`config.mk`:
```
export PLATFORM = sky130hd
export DESIGN_NAME = ddr_tx_serializer
export DESIGN_NICKNAME = d
export VERILOG_FILES = /design/src/rtl/ddr_tx_serializer.sv
export SDC_FILE = /design/constraint.sdc
export NUM_CORES = 1
export LEC_CHECK = 0
export CORE_AREA = 2 2 39 41
export CTS_CLUSTER_SIZE = 14
export DETAILED_ROUTE_END_ITERATION = 8
export DIE_AREA = 0 0 41 43
export REMOVE_ABC_BUFFERS = 1
export SYNTH_ARGS = -nofsm -noshare
export SYNTH_HDL_FRONTEND = slang
export SYNTH_SLANG_ARGS = --single-unit
```
`constraint.sdc`:
```
create_clock -name clk -period 1.3 [get_ports clk]
set_input_delay 0.13 -clock clk [delete_from_list [all_inputs] [get_ports clk]]
set_output_delay 0.13 -clock clk [all_outputs]
set_load 0.02 [all_outputs]
```
`src/rtl/ddr_tx_serializer.sv`:
```
// Parallel-to-DDR serializer feeding an ODDR (SAME_EDGE): two bits per clock on d1/d2, all outputs registered.
// Optional build macro DDR_TX_SERIALIZER_LSB_FIRST_EN selects LSB-first pair order (default MSB first).
module ddr_tx_serializer #(
  parameter int   WIDTH      = 8,
  parameter logic IDLE_LEVEL = 1'b0
) (
  input  logic             clk,
  input  logic             rst,
  input  logic [WIDTH-1:0] s_data,
  input  logic             s_valid,
  output logic             s_ready,
  output logic             d1,
  output logic             d2,
  output logic             frame
);

  localparam int BEATS = WIDTH / 2;
  localparam int CNT_W = (BEATS > 1) ? $clog2(BEATS) : 1;
  localparam logic [CNT_W-1:0] LAST_BEAT = CNT_W'(BEATS - 1);

  localparam logic [0:0] ST_IDLE  = 1'b0;
  localparam logic [0:0] ST_SHIFT = 1'b1;

  logic [0:0]       state_q, state_d;
  logic [CNT_W-1:0] cnt_q, cnt_d;
  logic [WIDTH-1:0] sreg_q, sreg_d;
  logic             d1_q, d1_d;
  logic             d2_q, d2_d;
  logic             frame_q, frame_d;
  logic             accept;

  // Next pair to drive, packed as {d1, d2}.
  function automatic logic [1:0] head_pair(input logic [WIDTH-1:0] w);
`ifdef DDR_TX_SERIALIZER_LSB_FIRST_EN
    return {w[0], w[1]};
`else
    return {w[WIDTH-1], w[WIDTH-2]};
`endif
  endfunction

  function automatic logic [WIDTH-1:0] drop_pair(input logic [WIDTH-1:0] w);
`ifdef DDR_TX_SERIALIZER_LSB_FIRST_EN
    return w >> 2;
`else
    return w << 2;
`endif
  endfunction

  // Ready depends only on state/counter, never on s_valid.
  assign s_ready = !rst && ((state_q == ST_IDLE) || (cnt_q == LAST_BEAT));
  assign accept  = s_valid && s_ready;

  always_comb begin
    state_d = state_q;
    cnt_d   = cnt_q;
    sreg_d  = sreg_q;
    d1_d    = d1_q;
    d2_d    = d2_q;
    frame_d = frame_q;
    if (accept) begin
      // First beat goes straight to the output flops; the rest waits in sreg.
      {d1_d, d2_d} = head_pair(s_data);
      sreg_d  = drop_pair(s_data);
      cnt_d   = '0;
      frame_d = 1'b1;
      state_d = ST_SHIFT;
    end else if (state_q == ST_SHIFT && cnt_q != LAST_BEAT) begin
      {d1_d, d2_d} = head_pair(sreg_q);
      sreg_d  = drop_pair(sreg_q);
      cnt_d   = cnt_q + 1'b1;
    end else begin
      d1_d    = IDLE_LEVEL;
      d2_d    = IDLE_LEVEL;
      frame_d = 1'b0;
      state_d = ST_IDLE;
    end
  end

  always_ff @(posedge clk) begin
    if (rst) begin
      state_q <= ST_IDLE;
      cnt_q   <= '0;
      sreg_q  <= '0;
      d1_q    <= IDLE_LEVEL;
      d2_q    <= IDLE_LEVEL;
      frame_q <= 1'b0;
    end else begin
      state_q <= state_d;
      cnt_q   <= cnt_d;
      sreg_q  <= sreg_d;
      d1_q    <= d1_d;
      d2_q    <= d2_d;
      frame_q <= frame_d;
    end
  end

  assign d1    = d1_q;
  assign d2    = d2_q;
  assign frame = frame_q;

endmodule
```
=== After elaboration in Yosys (flattened, before gate mapping) ===
Cells that the tools add are included.

* Bits in registers: 11
* Logic and storage cells: 25
* Output and inout port bits: 4
* Bits in writable memories: 0
* Input port bits: 11
* Latch bits: 0
* ROM bits: 0
* Memories kept: 0

* Muxes and demuxes: 8
* Reductions and logical operators: 7
* Magnitude comparators: 0
* Div/mod/pow operators: 0
* Shift operators: 0
* Multipliers: 0
* Equal/unequal tests: 3
* Add/sub/neg operators: 1
* Bitwise logic cells: 1

{| class="wikitable"
|+ Operators with widths
! operator !! number
|-
| $mux 8 || 2
|-
| $mux 1 || 6
|-
| $ne 2x2->1 const B || 2
|-
| $logic_and 1x1->1 || 3
|-
| $add 2x1->2 const B || 1
|-
| $eq 2x2->1 const B || 1
|-
| $reduce_bool 2->1 || 1
|-
| $reduce_or 2->1 || 1
|-
| $logic_not 1->1 || 1
|-
| $logic_or 1x1->1 || 1
|-
| $not 1->1 || 1
|}

=== Logic depth before layout (Yosys ltp) ===
Gate-level depths: netlist of run 1.

* Word-level depth: 5
* Gate-level depth with buffers: 5

=== Worst setup path before layout of run 1 ===
OpenSTA, ideal clock, no wires.

* Path type: register to register
* Start: register cnt_q[0]
* End: register d1_q (netlist: d1)
* Required time: 1168 ps
* Stages on the path, launching flop included: 6
* Setup slack: 222 ps
* Path buffers: 1
* Arrival: 946 ps
* Period minus slack after synthesis: 1078 ps
* Library setup time: 132 ps
* Path through: dfxtp_1 -> ha_1 -> nand2b_1 -> buf_4 -> nand3_1 -> a21oi_1

* Longest elaborated chain between the ends: 5
* Elaborated cells on any way between the ends: 8
* Classes of those cells: eq/ne (2); mux (2); reduce/logical (4)

{| class="wikitable"
|+ RTL lines
! what !! RTL line !! source
|-
| from (decl) || 25 || <nowiki>logic [CNT_W-1:0] cnt_q, cnt_d;</nowiki>
|-
| from (signal assigned) || 89 || <nowiki>cnt_q <= cnt_d;</nowiki>
|-
| $eq 2x2->1 || 50 || <nowiki>assign s_ready = !rst && ((state_q == ST_IDLE) || (cnt_q == LAST_BEAT));</nowiki>
|-
| $logic_or 1x1->1 || 50 ||
|-
| $logic_and 1x1->1 || 50 ||
|-
| $logic_and 1x1->1 || 51 || <nowiki>assign accept = s_valid && s_ready;</nowiki>
|-
| $mux 1 (*) || 60 || <nowiki>if (accept) begin</nowiki>
|-
| to (signal assigned) || 84 || <nowiki>d1_q <= IDLE_LEVEL;</nowiki>
|-
| to (signal assigned) || 91 || <nowiki>d1_q <= d1_d;</nowiki>
|-
| to (decl) || 27 || <nowiki>logic d1_q, d1_d;</nowiki>
|}

Every way passes the cells marked *; elsewhere a longest branch is shown, timed or not.
A chain may end at the register's enable or synchronous reset.

=== Final worst setup path of run 1 ===
* Start: register cnt_q[0]
* End: output s_ready

* Longest elaborated chain between the ends: 3

{| class="wikitable"
|+ RTL lines
! what !! RTL line !! source
|-
| $eq 2x2->1 || 50 ||
|-
| $logic_or 1x1->1 || 50 ||
|-
| $logic_and 1x1->1 || 50 ||
|-
| to (decl) || 11 || <nowiki>output logic s_ready,</nowiki>
|}

Every way passes these cells.

==> summary.md, run 1 <==
| Metric | Value |
|---|---|
| Synth-to-Final Area Change | `44.4%` |
| Setup ws final | `0.0511 ns` |
| Comb power frac | `0.185` |
| Pre-CTS setup slack | `-0.104 ns` |
| Delay-heaviest family, CP | `flip-flops` |
| Status | `finished clean` |
| Sequential power share | `0.503` |
| WS Path Type | `flip-flop to output pin` |
| Cts hold-fix bufs | `0` |
| TritonCTS clock tree | `done` |
| Fin. max-slew vios | `0` |
| Initial DRC count | `4` |
| Max-cap violations | `0` |
| Post-DRT Antenna Nets | `0` |
| Die area | `1760 sq um` |
| Global router's overall resource usage | `0.139` |
| Netlist cell types | `16` |
| Switching Power | `0.180 mW` |
| #FFs+latches synth | `11` |
| GR Overflow Total | `0` |
| Die width | `41 um` |
| Synth area leader | `dfxtp_1` |
| Layout cells sized above 1 | `0.162` |
| Slowest-stage cell, CP | `dfxtp_1` |
| Worst slew pin tran | `0.228 ns` |
| Die H | `43 um` |
| Buffers and inverters on the worst path | `1` |
| Core Area | `1380 sq um` |
| LEAKAGE | `0.289 nW` |
| Vias | `393` |
| Placer congestion estimate | `0.598` |
| Worst slew margin | `0.848` |
| Synth warn | `0` |
| Maximum vdd drop | `582 uV` |
| Clock-pin slew on the worst setup and hold paths | `0.07 ns` |
| Clock sinks | `11` |
| Routed len/inst | `10.9 um` |
| Largest buffer count on any clock path | `2` |
| Final setup TNS | `0 ns` |
| First-pass GRT wire length | `1600 um` |
| Critical Path Start Type | `flip-flop` |
| Synth Flop Type | `dfxtp_1` |
| Register area share after synthesis | `0.477` |
| Clock skew | `0.00247 ns` |
| Post-Syn Area per Cell | `9.42 sq um` |
| CP max stage delay | `0.32 ns` |
| CP Capture Type | `output pin` |
| Total Wirelength | `919 um` |
| Fin area | `667 sq um` |
| Area share of the largest cell type after synthesis | `0.477` |
| Tightest hold margin | `0.449 ns` |
| Via density per instance | `4.68` |
| TritonCTS buffer count | `3` |
| Switch share | `0.245` |
| Clock share of power | `0.312` |
| Number of global-route vias before repair | `343` |
| CP arrival | `1.12 ns` |
| Post-synth EDFFs | `0` |
| Clock Latency Late Sink | `0.26 ns` |
| Pin count of the biggest net entering global routing | `13` |
| Root Buffer | `clkbuf_4` |
| Final Power | `0.735 mW` |
| Port Buffer Count | `14` |
| Initial antenna violation count | `0` |
| Mapped Cells | `49` |
| Final setup fails | `0` |
| Crit Path Max Fanout | `3` |
| Fin crit share | `0.961` |
| Int Pwr | `0.555 mW` |
| Worst path cell trace | `ha_1, nor2b_2, nor2_1, buf_2` |
| Row cnt | `14` |
| Minimum clock period | `1.25 ns` |
| H-tree levels | `1` |
| Nets@finish | `81` |
| Layout filler cell count | `138` |
| Top cells by count, synth | `dfxtp_1 (11), nor2_1 (7), mux2i_1 (6), a211oi_1 (4), a21oi_1 (4)` |
| Router iterations before antenna repair | `4` |
| DP Area | `637 sq um` |
| Antenna diodes | `0` |
| Synth top area cells | `dfxtp_1 (48%), mux2i_1 (13%), a211oi_1 (6.5%)` |
| Asr flop ratio synth | `0` |
| Count of final hold-check violations | `0` |
| Ports | `15` |
| PwrDens | `1100 nW/um^2` |
| Starting Density | `0.334` |
| DRC violations left | `0` |
| Mapped cell area | `462 sq um` |
| Worst EP required | `1.17 ns` |
| Worst Hold Class | `input pin to flip-flop` |
| Fmax | `0.801 GHz` |
| Most frequent cell after synthesis | `dfxtp_1` |
final timing paths:
check | startpoint | to | slack (ns) | cells past startpoint
worst min register to register | sreg_q[7] | d1 | 0.46 | 2
worst max register to register | cnt_q[0] | cnt_q[0] | 0.13 | 6
worst min-delay path | s_data[6] | d2 | 0.45 | 3
worst max-delay path | cnt_q[0] | s_ready | 0.05 | 4
layer usage:
metal	vias to the layer above	GRT usage	wire length, um
met5	-	0	0
met4	0	0.120	10
met3	2	0.0471	39
met2	9	0.159	420
met1	173	0.197	449
li1	209	-	-
worst min-delay path, delay by kind of cell:
kind,cells,cell delay [ns]
buffers and inverters,1,0.40
and+or+nand+nor,1,0.08
AOI/OAI and AO/OA,1,0.06
stage by stage:
step | util | cells
detailed placement | 0.460 | 79
CTS | 0.473 | 83
global placement | 0.460 | 79
finish | 0.482 | 84
floorplan | - | 45
global route | 0.482 | 84
cell families (layout without fill, tap and decap cells):
| family | after synthesis | after routing | synth area share |
|---|---|---|---|
| AOI/OAI and AO/OA | 8 | 8 | 0.108 |
| adders and majority gates | 1 | 1 | 0.0271 |
| buffers and inverters | 4 | 23 | 0.0596 |
| DFF | 11 | 11 | 0.477 |
| muxes | 6 | 6 | 0.130 |
| and+or+nand+nor | 19 | 19 | 0.198 |
cell usage in the layout (no fill, tap or decap), drive strengths merged:
| cell type | Yosys | final |
|---|---|---|
| dfxtp | 11 | 11 |
| clkdlybuf4s50 | 0 | 10 |
| nor2 | 7 | 7 |
| mux2i | 6 | 6 |
| buf | 2 | 6 |
| a21oi | 4 | 4 |
| a211oi | 4 | 4 |
| clkbuf | 2 | 4 |
| nand2 | 3 | 3 |
| dlygate4sd2 | 0 | 3 |
| nand3b | 2 | 2 |
| nor3 | 2 | 2 |
| nand3 | 2 | 2 |
| nand2b | 2 | 2 |
| nor2b | 1 | 1 |
| ha | 1 | 1 |
timing repair:
item                       4_1_cts  5_1_grt
setup buffers                    0        1
setup endpoints to repair        4        9
resized for setup                7        2
layout make-up:
class,count,area (sq um),area share
sequential,11,220,0.330
clock buffer,4,26.3,0.0394
multi-input combinational,34,219,0.328
tap,16,20.0,0.0300
timing repair buffer,19,181,0.272
power groups by stage:
stage                     logic, mW  registers (mW)  clock network, mW
after floorplan              0.0503           0.383                  0
after global placement        0.138           0.377                  0
after detailed placement      0.138           0.378                  0
after CTS                     0.133           0.370              0.248
after global routing          0.151           0.373              0.264
final                         0.136           0.370              0.229
sequential cells by signal, indices dropped and copies added, names as in the netlist:
name / flops
cnt_q: 2
d1: 1
d2: 1
frame: 1
sreg_q: 6
Power figures use the tool's default switching activity.
==> run 2: changes to the inputs <==
Settings changed: PLACE_DENSITY from default to 0.65.
Clock period 1.3 ns to 1 ns, I/O delays scaled along.
==> summary.md, run 2 (synthesis results as in run 1) <==
| Metric | Value |
|---|---|
| Pin count of the biggest net entering global routing | `12 (was 13)` |
| Setup ws final | `-0.153 ns (was 0.0511 ns)` |
| Worst EP required | `0.90 ns (was 1.17 ns)` |
| Ports | `15 (unchanged)` |
| Routed len/inst | `12.9 um (was 10.9 um)` |
| CP max stage delay | `0.34 ns (was 0.32 ns)` |
| GR Overflow Total | `0 (unchanged)` |
| Minimum clock period | `1.15 ns` |
| Nets@finish | `85 (was 81)` |
| LEAKAGE | `0.319 nW (was 0.289 nW)` |
| Delay-heaviest family, CP | `flip-flops (unchanged)` |
| RSZ-0062 raised after global routing | `yes` |
| Final setup fails | `11 (was 0)` |
| CP arrival | `1.05 ns (was 1.12 ns)` |
| Clock-pin slew on the worst setup and hold paths | `0.07 ns (about the same)` |
| Commonest non-fill, non-tap cell in the layout | `clkdlybuf4s50_1 (was dfxtp_1)` |
| Biggest regs | `sreg_q (6), cnt_q (2) (unchanged)` |
| Number of global-route vias before repair | `409 (was 343)` |
| R2R setup slack | `-0.10 ns (was 0.13 ns)` |
| Total Wirelength | `1130 um (was 919 um)` |
| Starting Density | `0.334 (unchanged)` |
| Placer congestion estimate | `0.680 (was 0.598)` |
| Die H | `43 um (unchanged)` |
| Router iterations before antenna repair | `4 (unchanged)` |
| Cts hold-fix bufs | `0 (unchanged)` |
| Via density per instance | `5.03 (was 4.68)` |
| Root Buffer | `clkbuf_4 (unchanged)` |
| DRC violations left | `0 (unchanged)` |
| Worst slew margin | `0.870 (was 0.848)` |
| Maximum vdd drop | `840 uV (was 582 uV)` |
| H-tree levels | `1 (unchanged)` |
| Fin. max-slew vios | `0 (unchanged)` |
| Port Buffer Count | `14 (unchanged)` |
| PwrDens | `1260 nW/um^2 (was 1100 nW/um^2)` |
| Worst Hold Class | `input pin to flip-flop (unchanged)` |
| Min-Delay Path Depth | `3 (unchanged)` |
| Layout cells sized above 1 | `0.514 (was 0.162)` |
| Initial DRC count | `5 (was 4)` |
| HPWL after detailed placement | `692 um` |
| Max FFs per register | `6 (unchanged)` |
| Hold Path Sink | `d1 (was d2)` |
| Worst path cell trace | `ha_4, nor2b_4, nor2_1, buf_2 (was ha_1, nor2b_2, nor2_1, buf_2)` |
| Vias | `443 (was 393)` |
| Initial antenna violation count | `0 (unchanged)` |
| Clock skew | `0.00590 ns (was 0.00247 ns)` |
| First-pass GRT wire length | `1720 um (was 1600 um)` |
| Core Area | `1380 sq um (unchanged)` |
| Hold Path Origin | `s_data[7] (was s_data[6])` |
| Layout filler cell count | `126 (was 138)` |
| Largest buffer count on any clock path | `2 (unchanged)` |
| Final cell count without fillers | `88 (was 84)` |
| Global router's overall resource usage | `0.147 (was 0.139)` |
| Die area | `1760 sq um (unchanged)` |
| Synth-to-Final Area Change | `79.4% (was 44.4%)` |
| Crit Path Max Fanout | `2 (was 3)` |
| Critical Path Start Type | `flip-flop (unchanged)` |
| Row cnt | `14 (unchanged)` |
| Post-layout util | `0.599 (was 0.482)` |
| Max-cap violations | `0 (unchanged)` |
| Buffers and inverters on the worst path | `1 (unchanged)` |
| TritonCTS buffer count | `3 (unchanged)` |
| Antenna diodes | `0 (unchanged)` |
| Worst R2R Start | `cnt_q[1] (was cnt_q[0])` |
| Crit. Startpoint | `cnt_q[1] (was cnt_q[0])` |
| Final setup TNS | `-0.626 ns (was 0 ns)` |
| Worst slew pin tran | `0.189 ns (was 0.228 ns)` |
| Fmax | `0.867 GHz` |
| Status | `complete, but fails checks (was finished clean)` |
| Area of the multi-input gates | `334 sq um (was 219 sq um)` |
| Die width | `41 um (unchanged)` |
| WS Path Type | `flip-flop to output pin (unchanged)` |
| CP Capture Type | `output pin (unchanged)` |
| R2R cell count | `6 (unchanged)` |
| Failing checks | `negative setup slack` |
| Fin crit share | `1.15` |
| Register area | `223 sq um (was 220 sq um)` |
| Slowest-stage cell, CP | `dfxtp_2 (was dfxtp_1)` |
| Tightest hold margin | `0.413 ns (was 0.449 ns)` |
| Post-DRT Antenna Nets | `0 (unchanged)` |
| Most frequent cells in the layout | `clkdlybuf4s50_1 (10), dfxtp_1 (9), mux2i_1 (5), buf_4 (5), a211oi_2 (4) (was dfxtp_1 (11), clkdlybuf4s50_1 (10), nor2_1 (7), mux2i_1 (6))` |
| Count of final hold-check violations | `0 (unchanged)` |
| Clock Latency Late Sink | `0.26 ns (about the same)` |
| TritonCTS clock tree | `done (unchanged)` |
| Levels on crit path | `4 (unchanged)` |
| Largest Register | `sreg_q (unchanged)` |
| Inst Count DP | `83 (was 79)` |
| Clock sinks | `11 (unchanged)` |
| Reg-to-Reg End | `cnt_q[1] (was cnt_q[0])` |
-- run 2: cell types whose count changed in the layout (fill, tap and decap cells not counted), moves of 3 or more --
cell,delta
dlygate4sd2_1,-3
nor2_1,-5
a21oi_1,-3
a21oi_2,+3
nor2_2,+3
a211oi_2,+4
a211oi_1,-4
-- run 2: layout make-up --
class | instances | share of cell area
Timing Repair Buffer | 23 | 0.272
Sequential cell | 11 | 0.269
Multi-Input combinational cell | 34 | 0.403
Tap cell | 16 | 0.0242
Clock buffer | 4 | 0.0317
-- run 2: where the power goes --
group / internal (mW) / switching [mW] / total, mW
Sequential: 0.468 / 0.0192 / 0.488
Combinational: 0.145 / 0.115 / 0.261
Clock: 0.154 / 0.145 / 0.299
Total: 0.768 / 0.280 / 1.05
-- run 2: worst max path at each step --
| stage | slack (ns) | end |
|---|---|---|
| floorplan | -0.1 | s_ready |
| global placement | -0.33 | s_ready |
| detailed placement | -0.34 | s_ready |
| CTS | -0.16 | s_ready |
| global route | -0.19 | s_ready |
| finish | -0.15 | s_ready |
-- run 2: timing repair --
action	4_1_cts	5_1_grt
pin swaps	6	5
setup buffers	2	1
gates cloned	0	0
gates resized for setup	30	16
setup endpoints to repair	15	14
-- run 2: through the flow --
step,instance area [sq um],total power [mW],setup WS (ns)
after detailed placement,667,0.687,-0.341
after CTS,769,1.01,-0.155
after floorplan,434,0.564,-0.0981
after global routing,828,1.09,-0.193
final,828,1.05,-0.153
after global placement,667,0.684,-0.333
-- run 2: layer usage --
layer / GRT usage / part of all wire
met5: 0 / 0
met2: 0.234 / 0.55
met4: 0.0600 / 0.012
met1: 0.168 / 0.39
met3: 0.0524 / 0.055
-- run 2: worst register-to-register path: stages (launching register included) --
cell     delay, ns
dfxtp_2       0.34
ha_4          0.17
nor2b_4       0.10
buf_4         0.11
buf_8         0.13
nand2_2       0.06
a21oi_2       0.12
